### src/rtl/uart_cmd_rx_pkg.sv
// uart_cmd_rx_pkg: shared UART rate constants, host command codes and receiver states
package uart_cmd_rx_pkg;
    localparam int CLK_FREQ = 48000000;
    localparam int SYM_RATE = 1200;
    localparam int SYM_CNT = CLK_FREQ / SYM_RATE;
    localparam int SYM_W = $clog2(SYM_CNT);
    localparam logic [7:0] CMD_DUMP = 8'h44;
    localparam logic [7:0] CMD_ARM = 8'h41;
    localparam logic [7:0] CMD_DISARM = 8'h58;
    localparam logic ARM_RST = 1'b1;
    typedef enum logic [2:0] {ST_IDLE, ST_START, ST_DATA, ST_STOP, ST_BREAK} rx_state_e;
endpackage

### src/rtl/acia_rx.sv
// acia_rx: 8N1 UART receiver with 2-FF synchronizer, mid-bit sampling and break recovery
module acia_rx
    import uart_cmd_rx_pkg::*;
#(
    parameter int sym_cnt = SYM_CNT,
    parameter int SCW = SYM_W
) (
    input  logic       clk,
    input  logic       rst,
    input  logic       rx_serial,
    output logic [7:0] rx_dat,
    output logic       rx_stb,
    output logic       rx_ferr,
    output logic       rx_busy
);
    localparam logic [SCW-1:0] HALF = SCW'(sym_cnt / 2 - 1);
    localparam logic [SCW-1:0] FULL = SCW'(sym_cnt - 1);

    rx_state_e      state_q, state_d;
    logic [2:0]     sync_q, sync_d;
    logic [SCW-1:0] bcnt_q, bcnt_d;
    logic [2:0]     idx_q, idx_d;
    logic [7:0]     sr_q, sr_d, dat_q, dat_d;
    logic           stb_q, stb_d, ferr_q, ferr_d;
    logic           rx_s, rx_d, tick;

    assign rx_s = sync_q[1];
    assign rx_d = sync_q[2];
    assign tick = bcnt_q == '0;
    assign rx_dat = dat_q;
    assign rx_stb = stb_q;
    assign rx_ferr = ferr_q;
    assign rx_busy = state_q != ST_IDLE;

    // Next-state: sync shift, bit timing, shift register and frame result pulses
    always_comb begin
        sync_d = {sync_q[1:0], rx_serial};
        state_d = state_q;
        bcnt_d = bcnt_q - 1'b1;
        idx_d = idx_q;
        sr_d = sr_q;
        dat_d = dat_q;
        stb_d = 1'b0;
        ferr_d = 1'b0;
        case (state_q)
            ST_IDLE: if (rx_d && !rx_s) begin
                state_d = ST_START;
                bcnt_d = HALF;
            end
            ST_START: if (tick) begin
                state_d = rx_s ? ST_IDLE : ST_DATA;
                bcnt_d = FULL;
                idx_d = '0;
            end
            ST_DATA: if (tick) begin
                sr_d = {rx_s, sr_q[7:1]};
                bcnt_d = FULL;
                idx_d = idx_q + 1'b1;
                state_d = idx_q == 3'd7 ? ST_STOP : ST_DATA;
            end
            ST_STOP: if (tick) begin
                state_d = rx_s ? ST_IDLE : ST_BREAK;
                dat_d = rx_s ? sr_q : dat_q;
                stb_d = rx_s;
                ferr_d = !rx_s;
            end
            ST_BREAK: state_d = rx_s ? ST_IDLE : ST_BREAK;
            default: state_d = ST_IDLE;
        endcase
    end

    // State registers; synchronizer resets to the idle-high line level
    always_ff @(posedge clk) begin
        if (rst) begin
            state_q <= ST_IDLE;
            sync_q <= '1;
            bcnt_q <= '0;
            idx_q <= '0;
            sr_q <= '0;
            dat_q <= '0;
            stb_q <= 1'b0;
            ferr_q <= 1'b0;
        end else begin
            state_q <= state_d;
            sync_q <= sync_d;
            bcnt_q <= bcnt_d;
            idx_q <= idx_d;
            sr_q <= sr_d;
            dat_q <= dat_d;
            stb_q <= stb_d;
            ferr_q <= ferr_d;
        end
    end
endmodule

### src/rtl/uart_cmd_rx.sv
// uart_cmd_rx: UART receiver plus single-byte command decode into dump_req pulse and armed level
module uart_cmd_rx
    import uart_cmd_rx_pkg::*;
#(
    parameter int sym_cnt = SYM_CNT,
    parameter int SCW = SYM_W
) (
    input  logic       clk,
    input  logic       rst,
    input  logic       fpga_rx,
    output logic [7:0] rx_dat,
    output logic       rx_stb,
    output logic       rx_ferr,
    output logic       dump_req,
    output logic       armed,
    output logic       rx_busy
);
    logic dump_q, dump_d, armed_q, armed_d;

    acia_rx #(.sym_cnt(sym_cnt), .SCW(SCW)) u_rx (
        .clk      (clk),
        .rst      (rst),
        .rx_serial(fpga_rx),
        .rx_dat   (rx_dat),
        .rx_stb   (rx_stb),
        .rx_ferr  (rx_ferr),
        .rx_busy  (rx_busy)
    );

    assign dump_req = dump_q;
    assign armed = armed_q;

    // Decode the byte presented with rx_stb; framing errors never raise rx_stb
    always_comb begin
        dump_d = rx_stb && rx_dat == CMD_DUMP && armed_q;
        armed_d = !rx_stb ? armed_q :
                  rx_dat == CMD_ARM ? 1'b1 :
                  rx_dat == CMD_DISARM ? 1'b0 : armed_q;
    end

    // Command result registers
    always_ff @(posedge clk) begin
        if (rst) begin
            dump_q <= 1'b0;
            armed_q <= ARM_RST;
        end else begin
            dump_q <= dump_d;
            armed_q <= armed_d;
        end
    end
endmodule

### config.mk
export PLATFORM = sky130hd
export DESIGN_NAME = uart_cmd_rx
export DESIGN_NICKNAME = d
export VERILOG_FILES = /design/src/rtl/uart_cmd_rx_pkg.sv /design/src/rtl/acia_rx.sv /design/src/rtl/uart_cmd_rx.sv
export SDC_FILE = /design/constraint.sdc
export NUM_CORES = 1
export LEC_CHECK = 0
export ABC_AREA = 1
export CAP_MARGIN = 20
export CORE_UTILIZATION = 60
export CTS_CLUSTER_SIZE = 24
export DETAILED_ROUTE_END_ITERATION = 16
export PLACE_DENSITY = 0.84
export SLEW_MARGIN = 20
export SYNTH_ARGS = -nofsm -noshare
export SYNTH_HDL_FRONTEND = slang
export SYNTH_SLANG_ARGS = --single-unit
### constraint.sdc
create_clock -name clk -period 4 [get_ports clk]
set_input_delay 0.4 -clock clk [delete_from_list [all_inputs] [get_ports clk]]
set_output_delay 0.4 -clock clk [all_outputs]
set_load 0.05 [all_outputs]
==> results of run 1 <==
==> report_power, final <==
part           internal (mW)  leakage, nW  switching, mW
Sequential             0.505        0.366         0.0580
Clock                 0.0858       0.0382          0.149
Combinational          0.184        0.644          0.346
Total                  0.775         1.05          0.553
==> per-layer routing <==
layer,vias to the layer above,part of all wire
met5,-,0
met4,0,0.016
met3,6,0.040
met2,30,0.45
met1,805,0.50
li1,954,-
==> kinds of logic after synthesis <==
group / share of synthesized area
AND/OR/NAND/NOR: 0.364
flip-flops: 0.415
buffers and inverters: 0.0773
AO/OA/AOI/OAI: 0.0842
XOR/XNOR: 0.0364
adder cells (fa/ha/maj): 0.0231
==> area by class of cell <==
cell class	count	area, sq um
clock inverters	2	13.8
inverters	39	146
fillers	271	962
multi-input cells	200	1100
repair buffers	16	158
flip-flops and latches	45	901
well taps	46	57.6
clock buffers	6	51.3
==> worst paths after layout <==
kind              startpoint        endpoint  slack [ns]  cells past startpoint
max          u_rx.state_q[1]         rx_busy        1.71                      5
min           u_rx.sync_q[0]  u_rx.sync_q[1]        0.44                      1
max reg2reg   u_rx.bcnt_q[0]  u_rx.bcnt_q[7]        2.42                      9
min reg2reg   u_rx.sync_q[0]  u_rx.sync_q[1]        0.44                      1
==> critical path, cell delays in order, from the launching register on <==
cell and delay [ns]:
dfxtp_1 0.43, inv_2 0.08, nand2_1 0.10, nor2_2 0.06, inv_1 0.06, clkdlybuf4s50_1 0.79
==> synthesized netlist by cell type (2+ instances only) <==
master / count
nand2_2: 4
clkbuf_1: 3
nor2_4: 5
nand3_1: 23
ha_1: 4
o21ai_0: 7
nand4_1: 7
a21oi_1: 25
nor2_2: 6
xor2_1: 7
nor2_8: 2
buf_2: 2
nor3_1: 3
inv_2: 6
xnor2_1: 2
nor3_2: 2
inv_1: 33
or2_2: 2
nor2_1: 31
dfxtp_1: 45
nand2_4: 2
nand2_1: 61
==> flip-flops by register name, indices dropped and copies added (netlist names) <==
name and count:
u_rx.sr_q 8, dump_req 1, armed 1, u_rx.bcnt_q 16
u_rx.rx_stb 1, u_rx.idx_q 3, u_rx.state_q 3, u_rx.rx_ferr 1
u_rx.sync_q 3, u_rx.rx_dat 8
==> through the flow <==
step                hold slack (ns)   util  cells  total power, mW
finish                        0.440  0.716    354             1.33
detailed placement            0.410  0.697    346             1.10
global placement              0.391  0.697    346             1.09
CTS                           0.439  0.716    354             1.33
floorplan                     0.389      -    289             1.01
global route                  0.461  0.716    354             1.42
==> flow_metrics.py, run 1 <==
metrics = {
    "run_status": {
        "status": "finished clean",
    },
    "route": {
        "via_count": 1795,
        "ant_nets": 0,
        "wl_per_cell_um": 11.5,
        "drt_iter0_drc": 125,
        "drcViolationCount": 0,
        "vias_per_cell": 5.07,
        "wirelength_mm": 4.08,
        "drtPass1Iterations": 4,
    },
    "global_routing": {
        "grt_first_pass_wirelength_mm": 7.28,
        "globalRouteOverflowTotal": 0,
        "grt_util_met3": 0.0607,
        "busiest_layer": "met2",
        "antenna_found_initial": 0,
        "grt_util_met1": 0.316,
        "gr-usage-met2": 0.370,
        "gr-usage-all-layers": 0.238,
        "grt_max_degree": 29,
        "grt_pass1_vias": 1645,
    },
    "final_layout": {
        "mostFrequentLayoutCells": "nand2_1 (61), dfxtp_1 (45), inv_1 (33), nor2_1 (31), a21oi_1 (25)",
        "mostFrequentLayoutCell": "nand2_1",
        "area_growth_pct": 11.9,
        "diodes": 0,
        "drive_gt1_frac": 0.136,
        "final_area_sq_um": 2430,
        "fin_nets": 314,
    },
    "cts": {
        "cts_sinks": 45,
        "clk_latency_ns": 0.37,
        "postCtsResizedCells": 0,
        "cts-root-buf": "clkbuf_4",
        "postCtsSetupRepairBufs": 0,
        "h-tree-depth": 2,
        "cts_made_buffers": 5,
        "path_clk_slew_ns": 0.13,
        "ctsHoldBuffers": 0,
        "ctsLongestPathBuffers": 2,
        "tritoncts": "yes",
    },
    "synth": {
        "synth_seq_area_share": 0.415,
        "ys_top_cells_by_area": "dfxtp_1 (42%), nand2_1 (11%), a21oi_1 (5.8%), inv_1 (5.7%), nor2_1 (5.4%)",
        "synthDistinctLibCells": 29,
        "synth-edff-count": 0,
        "async_reset_ff_frac": 0,
        "yosysTopAreaCell": "dfxtp_1",
        "netlist_instances": 289,
        "synth.ff_latch_count": 45,
        "synth_nets": 296,
        "avgSynthCellArea_sq_um": 7.50,
        "synth_top_area_frac": 0.415,
        "ys.flop_type": "dfxtp_1",
        "ys_warn_count": 0,
        "syn_area_sq_um": 2170,
    },
    "timing": {
        "hold_violations": 0,
        "layout_min_cycle_time_ns": 2.29,
        "finClkSkew_ns": 0.0126,
        "setup_slack_ns": 1.71,
        "rsz0062_at_grt": "no",
        "tightest_slew_ns": 0.543,
        "finalCritPeriodShare": 0.572,
        "clock.fmax_mhz": 437,
        "drv_slew": 0,
        "relSlewSlack": 0.637,
        "fin_setup_tns_ns": 0,
        "setup_violations": 0,
    },
    "place": {
        "dpl.hpwl_mm": 3.09,
        "port_buffers": 15,
        "gp_congestion": 0.914,
        "dpl_cell_area_sq_um": 2360,
        "place_ws_ns": 2.13,
    },
    "power": {
        "p_leak_nw": 1.05,
        "ir_worst_vdd_mv": 0.250,
        "power.density_nw_per_um2": 547,
    },
    "die": {
        "core_sq_um": 3390,
        "dieHeight_um": 62.1,
        "rows": 21,
        "dieArea_sq_um": 3860,
        "start_util": 0.640,
        "die_w_um": 62.1,
        "pin_count": 16,
    },
    "run": {
        "maxCapViolations": 0,
    },
    "hold_path": {
        "hold_class": "register to register",
    },
    "setup_path": {
        "path_max_fanout": 4,
        "cp-start-kind": "register",
        "required_ns": 3.60,
        "cp.arrival_ns": 1.89,
        "crit_type": "register to output pin",
        "cp-end-kind": "output pin",
    },
}
(Power assumes the default switching activity.)
==> run 2: changes to the inputs <==
Settings changed: CORE_UTILIZATION 60 to 52, PLACE_DENSITY 0.84 to 0.78.
Clock period 4 ns to 2 ns, I/O delays scaled along.
==> run 2 against run 1 <==
  * Hold slack lost 0.011 ns
  * Sequential share of layout area shrank 0.53 points
  * Sequential cell count is the same
  * Via count grew 4.0%
  * Combinational power grew 100%
  * Non-clock buffer count grew 1
  * Design area grew 1.4%
  * Clock skew grew 0.00080 ns
  * Clock power grew 140%
  * Critical path depth shrank 4
  * Setup slack lost 1.5 ns
  * Largest power group unchanged
  * Highest routed layer unchanged
==> flow_metrics.py, run 2 (synthesis results as in run 1) <==
metrics = {
    "die": {
        "die_w_um": 66.6,
        "core_sq_um": 4000,
        "rows": 23,
        "start_util": 0.542,
        "pin_count": 16,
        "dieHeight_um": 66.6,
        "dieArea_sq_um": 4430,
    },
    "power": {
        "swShare": 0.414,
        "power_frac_comb": 0.389,
        "p_leak_nw": 1.06,
        "p_total_mw": 2.78,
        "p_seq_frac": 0.406,
        "p_clk_frac": 0.205,
        "ir_worst_vdd_mv": 0.700,
        "p_sw_mw": 1.15,
        "p_int_mw": 1.63,
        "power.density_nw_per_um2": 1130,
    },
    "setup_path": {
        "r2r-end": "u_rx.bcnt_q[6]",
        "startpoint": "u_rx.rx_dat[0]",
        "critPathSlowestCell": "clkdlybuf4s50_1",
        "critPathBufInv": 1,
        "cp.arrival_ns": 1.55,
        "crit_type": "register to output pin",
        "regToRegSetupSlack_ns": 0.43,
        "r2r_cells": 9,
        "critical_path.top_delay_family": "buffers and inverters",
        "rr_startpoint": "u_rx.bcnt_q[0]",
        "required_ns": 1.80,
        "max_stage_delay_ns": 0.84,
        "path_max_fanout": 5,
        "crit_path_cell_trace": "clkdlybuf4s50_1",
        "cp-end-kind": "output pin",
        "cp-start-kind": "register",
    },
    "global_routing": {
        "gr-usage-all-layers": 0.221,
        "globalRouteOverflowTotal": 0,
        "antenna_found_initial": 0,
        "gr-usage-met2": 0.348,
        "grt_util_met3": 0.0411,
        "grt_util_met1": 0.300,
        "busiest_layer": "met2",
        "grt_max_degree": 28,
        "grt_first_pass_wirelength_mm": 7.51,
        "grt_pass1_vias": 1667,
    },
    "route": {
        "vias_per_cell": 5.20,
        "wirelength_mm": 4.52,
        "ant_nets": 0,
        "drcViolationCount": 0,
        "drt_iter0_drc": 107,
        "via_count": 1866,
        "wl_per_cell_um": 12.6,
        "drtPass1Iterations": 5,
    },
    "final_layout": {
        "area_growth_pct": 13.6,
        "fin_nets": 315,
        "regMostFlops": "u_rx.bcnt_q",
        "largest_reg_flops": 16,
        "diodes": 0,
        "mostFrequentLayoutCell": "nand2_1",
        "drive_gt1_frac": 0.142,
        "fill_cells": 372,
        "mostFrequentLayoutCells": "nand2_1 (61), dfxtp_1 (45), inv_1 (33), nor2_1 (31), a21oi_1 (25)",
        "postLayoutCoreUtil": 0.616,
    },
    "run_status": {
        "status": "finished clean",
    },
    "hold_path": {
        "hold_depth": 1,
        "min_delay_worst_endpoint": "u_rx.sync_q[1]",
        "min_from": "u_rx.sync_q[0]",
        "hold_class": "register to register",
    },
    "timing": {
        "setup_violations": 0,
        "setup_slack_ns": 0.246,
        "relSlewSlack": 0.655,
        "finClkSkew_ns": 0.0134,
        "layout_min_cycle_time_ns": 1.75,
        "hold_violations": 0,
        "rsz0062_at_grt": "no",
        "fin_setup_tns_ns": 0,
        "tightest_slew_ns": 0.516,
        "drv_slew": 0,
        "finalCritPeriodShare": 0.877,
        "clock.fmax_mhz": 570,
    },
    "cts": {
        "ctsLongestPathBuffers": 2,
        "path_clk_slew_ns": 0.09,
        "clk_latency_ns": 0.30,
        "postCtsSetupRepairBufs": 0,
        "h-tree-depth": 2,
        "postCtsResizedCells": 0,
        "ctsHoldBuffers": 0,
        "cts_sinks": 45,
        "cts-root-buf": "clkbuf_8",
        "cts_made_buffers": 5,
        "tritoncts": "yes",
    },
    "place": {
        "place_ws_ns": 0.434,
        "port_buffers": 15,
        "gp_congestion": 0.817,
        "dpl.hpwl_mm": 3.37,
    },
    "run": {
        "maxCapViolations": 0,
    },
}
run 2: cell types whose count changed in the layout (fill, tap and decap cells not counted):
| cell | change |
|---|---|
| inv_6 | +1 |
| clkbuf_8 | +4 |
| buf_4 | +2 |
| clkbuf_4 | -5 |
| clkinvlp_4 | +1 |
| clkinv_4 | -1 |
| clkdlybuf4s50_1 | -1 |
run 2: layout make-up:
cell class,count,area [sq um],share of cell area
Clock buffer,5,68.8,0.0279
Multi-Input combinational cell,200,1100,0.447
Inverter,39,146,0.0595
Clock inverter,3,21.3,0.00864
Sequential cell,45,901,0.366
Tap cell,50,62.6,0.0254
Timing Repair Buffer,17,163,0.0661
run 2: metal layers:
layer,routed length (um),vias up,share of wire
met3,124,6,0.027
met4,51,0,0.011
met1,2220,870,0.49
met5,0,-,0
li1,-,961,-
met2,2120,29,0.47
run 2: how the worst max path moves through the flow:
stage | to | slack [ns] | cells past startpoint
after floorplan | u_rx.bcnt_q[6] | 0.65 | 9
after global placement | u_rx.bcnt_q[7] | 0.48 | 9
after detailed placement | u_rx.bcnt_q[6] | 0.43 | 9
after CTS | rx_dat[0] | 0.24 | 1
after global routing | rx_dat[0] | 0.20 | 1
final | rx_dat[0] | 0.25 | 1
run 2: power groups by stage:
stage	clock network [mW]	registers (mW)	logic, mW
after floorplan	0	1.12	0.902
after global placement	0	1.14	1.04
after detailed placement	0	1.15	1.07
after CTS	0.576	1.13	1.08
after global routing	0.617	1.15	1.20
final	0.570	1.13	1.08
run 2: worst reg2reg max path, cell delays in order, from the launching register on:
cell and delay, ns:
dfxtp_1 0.30, inv_1 0.12, ha_1 0.21, nand2_1 0.06
nor2_1 0.19, nand4_4 0.21, nand2_4 0.16, inv_2 0.07
nand2_2 0.10, nor2_1 0.06
run 2: stage by stage:
stage	std cells	instance area [sq um]	hold slack [ns]
2_1_floorplan	289	2170	0.304
3_5_place_dp	351	2370	0.407
5_1_grt	359	2460	0.443
3_3_place_gp	351	2370	0.391
6_report	359	2460	0.429
4_1_cts	359	2460	0.427
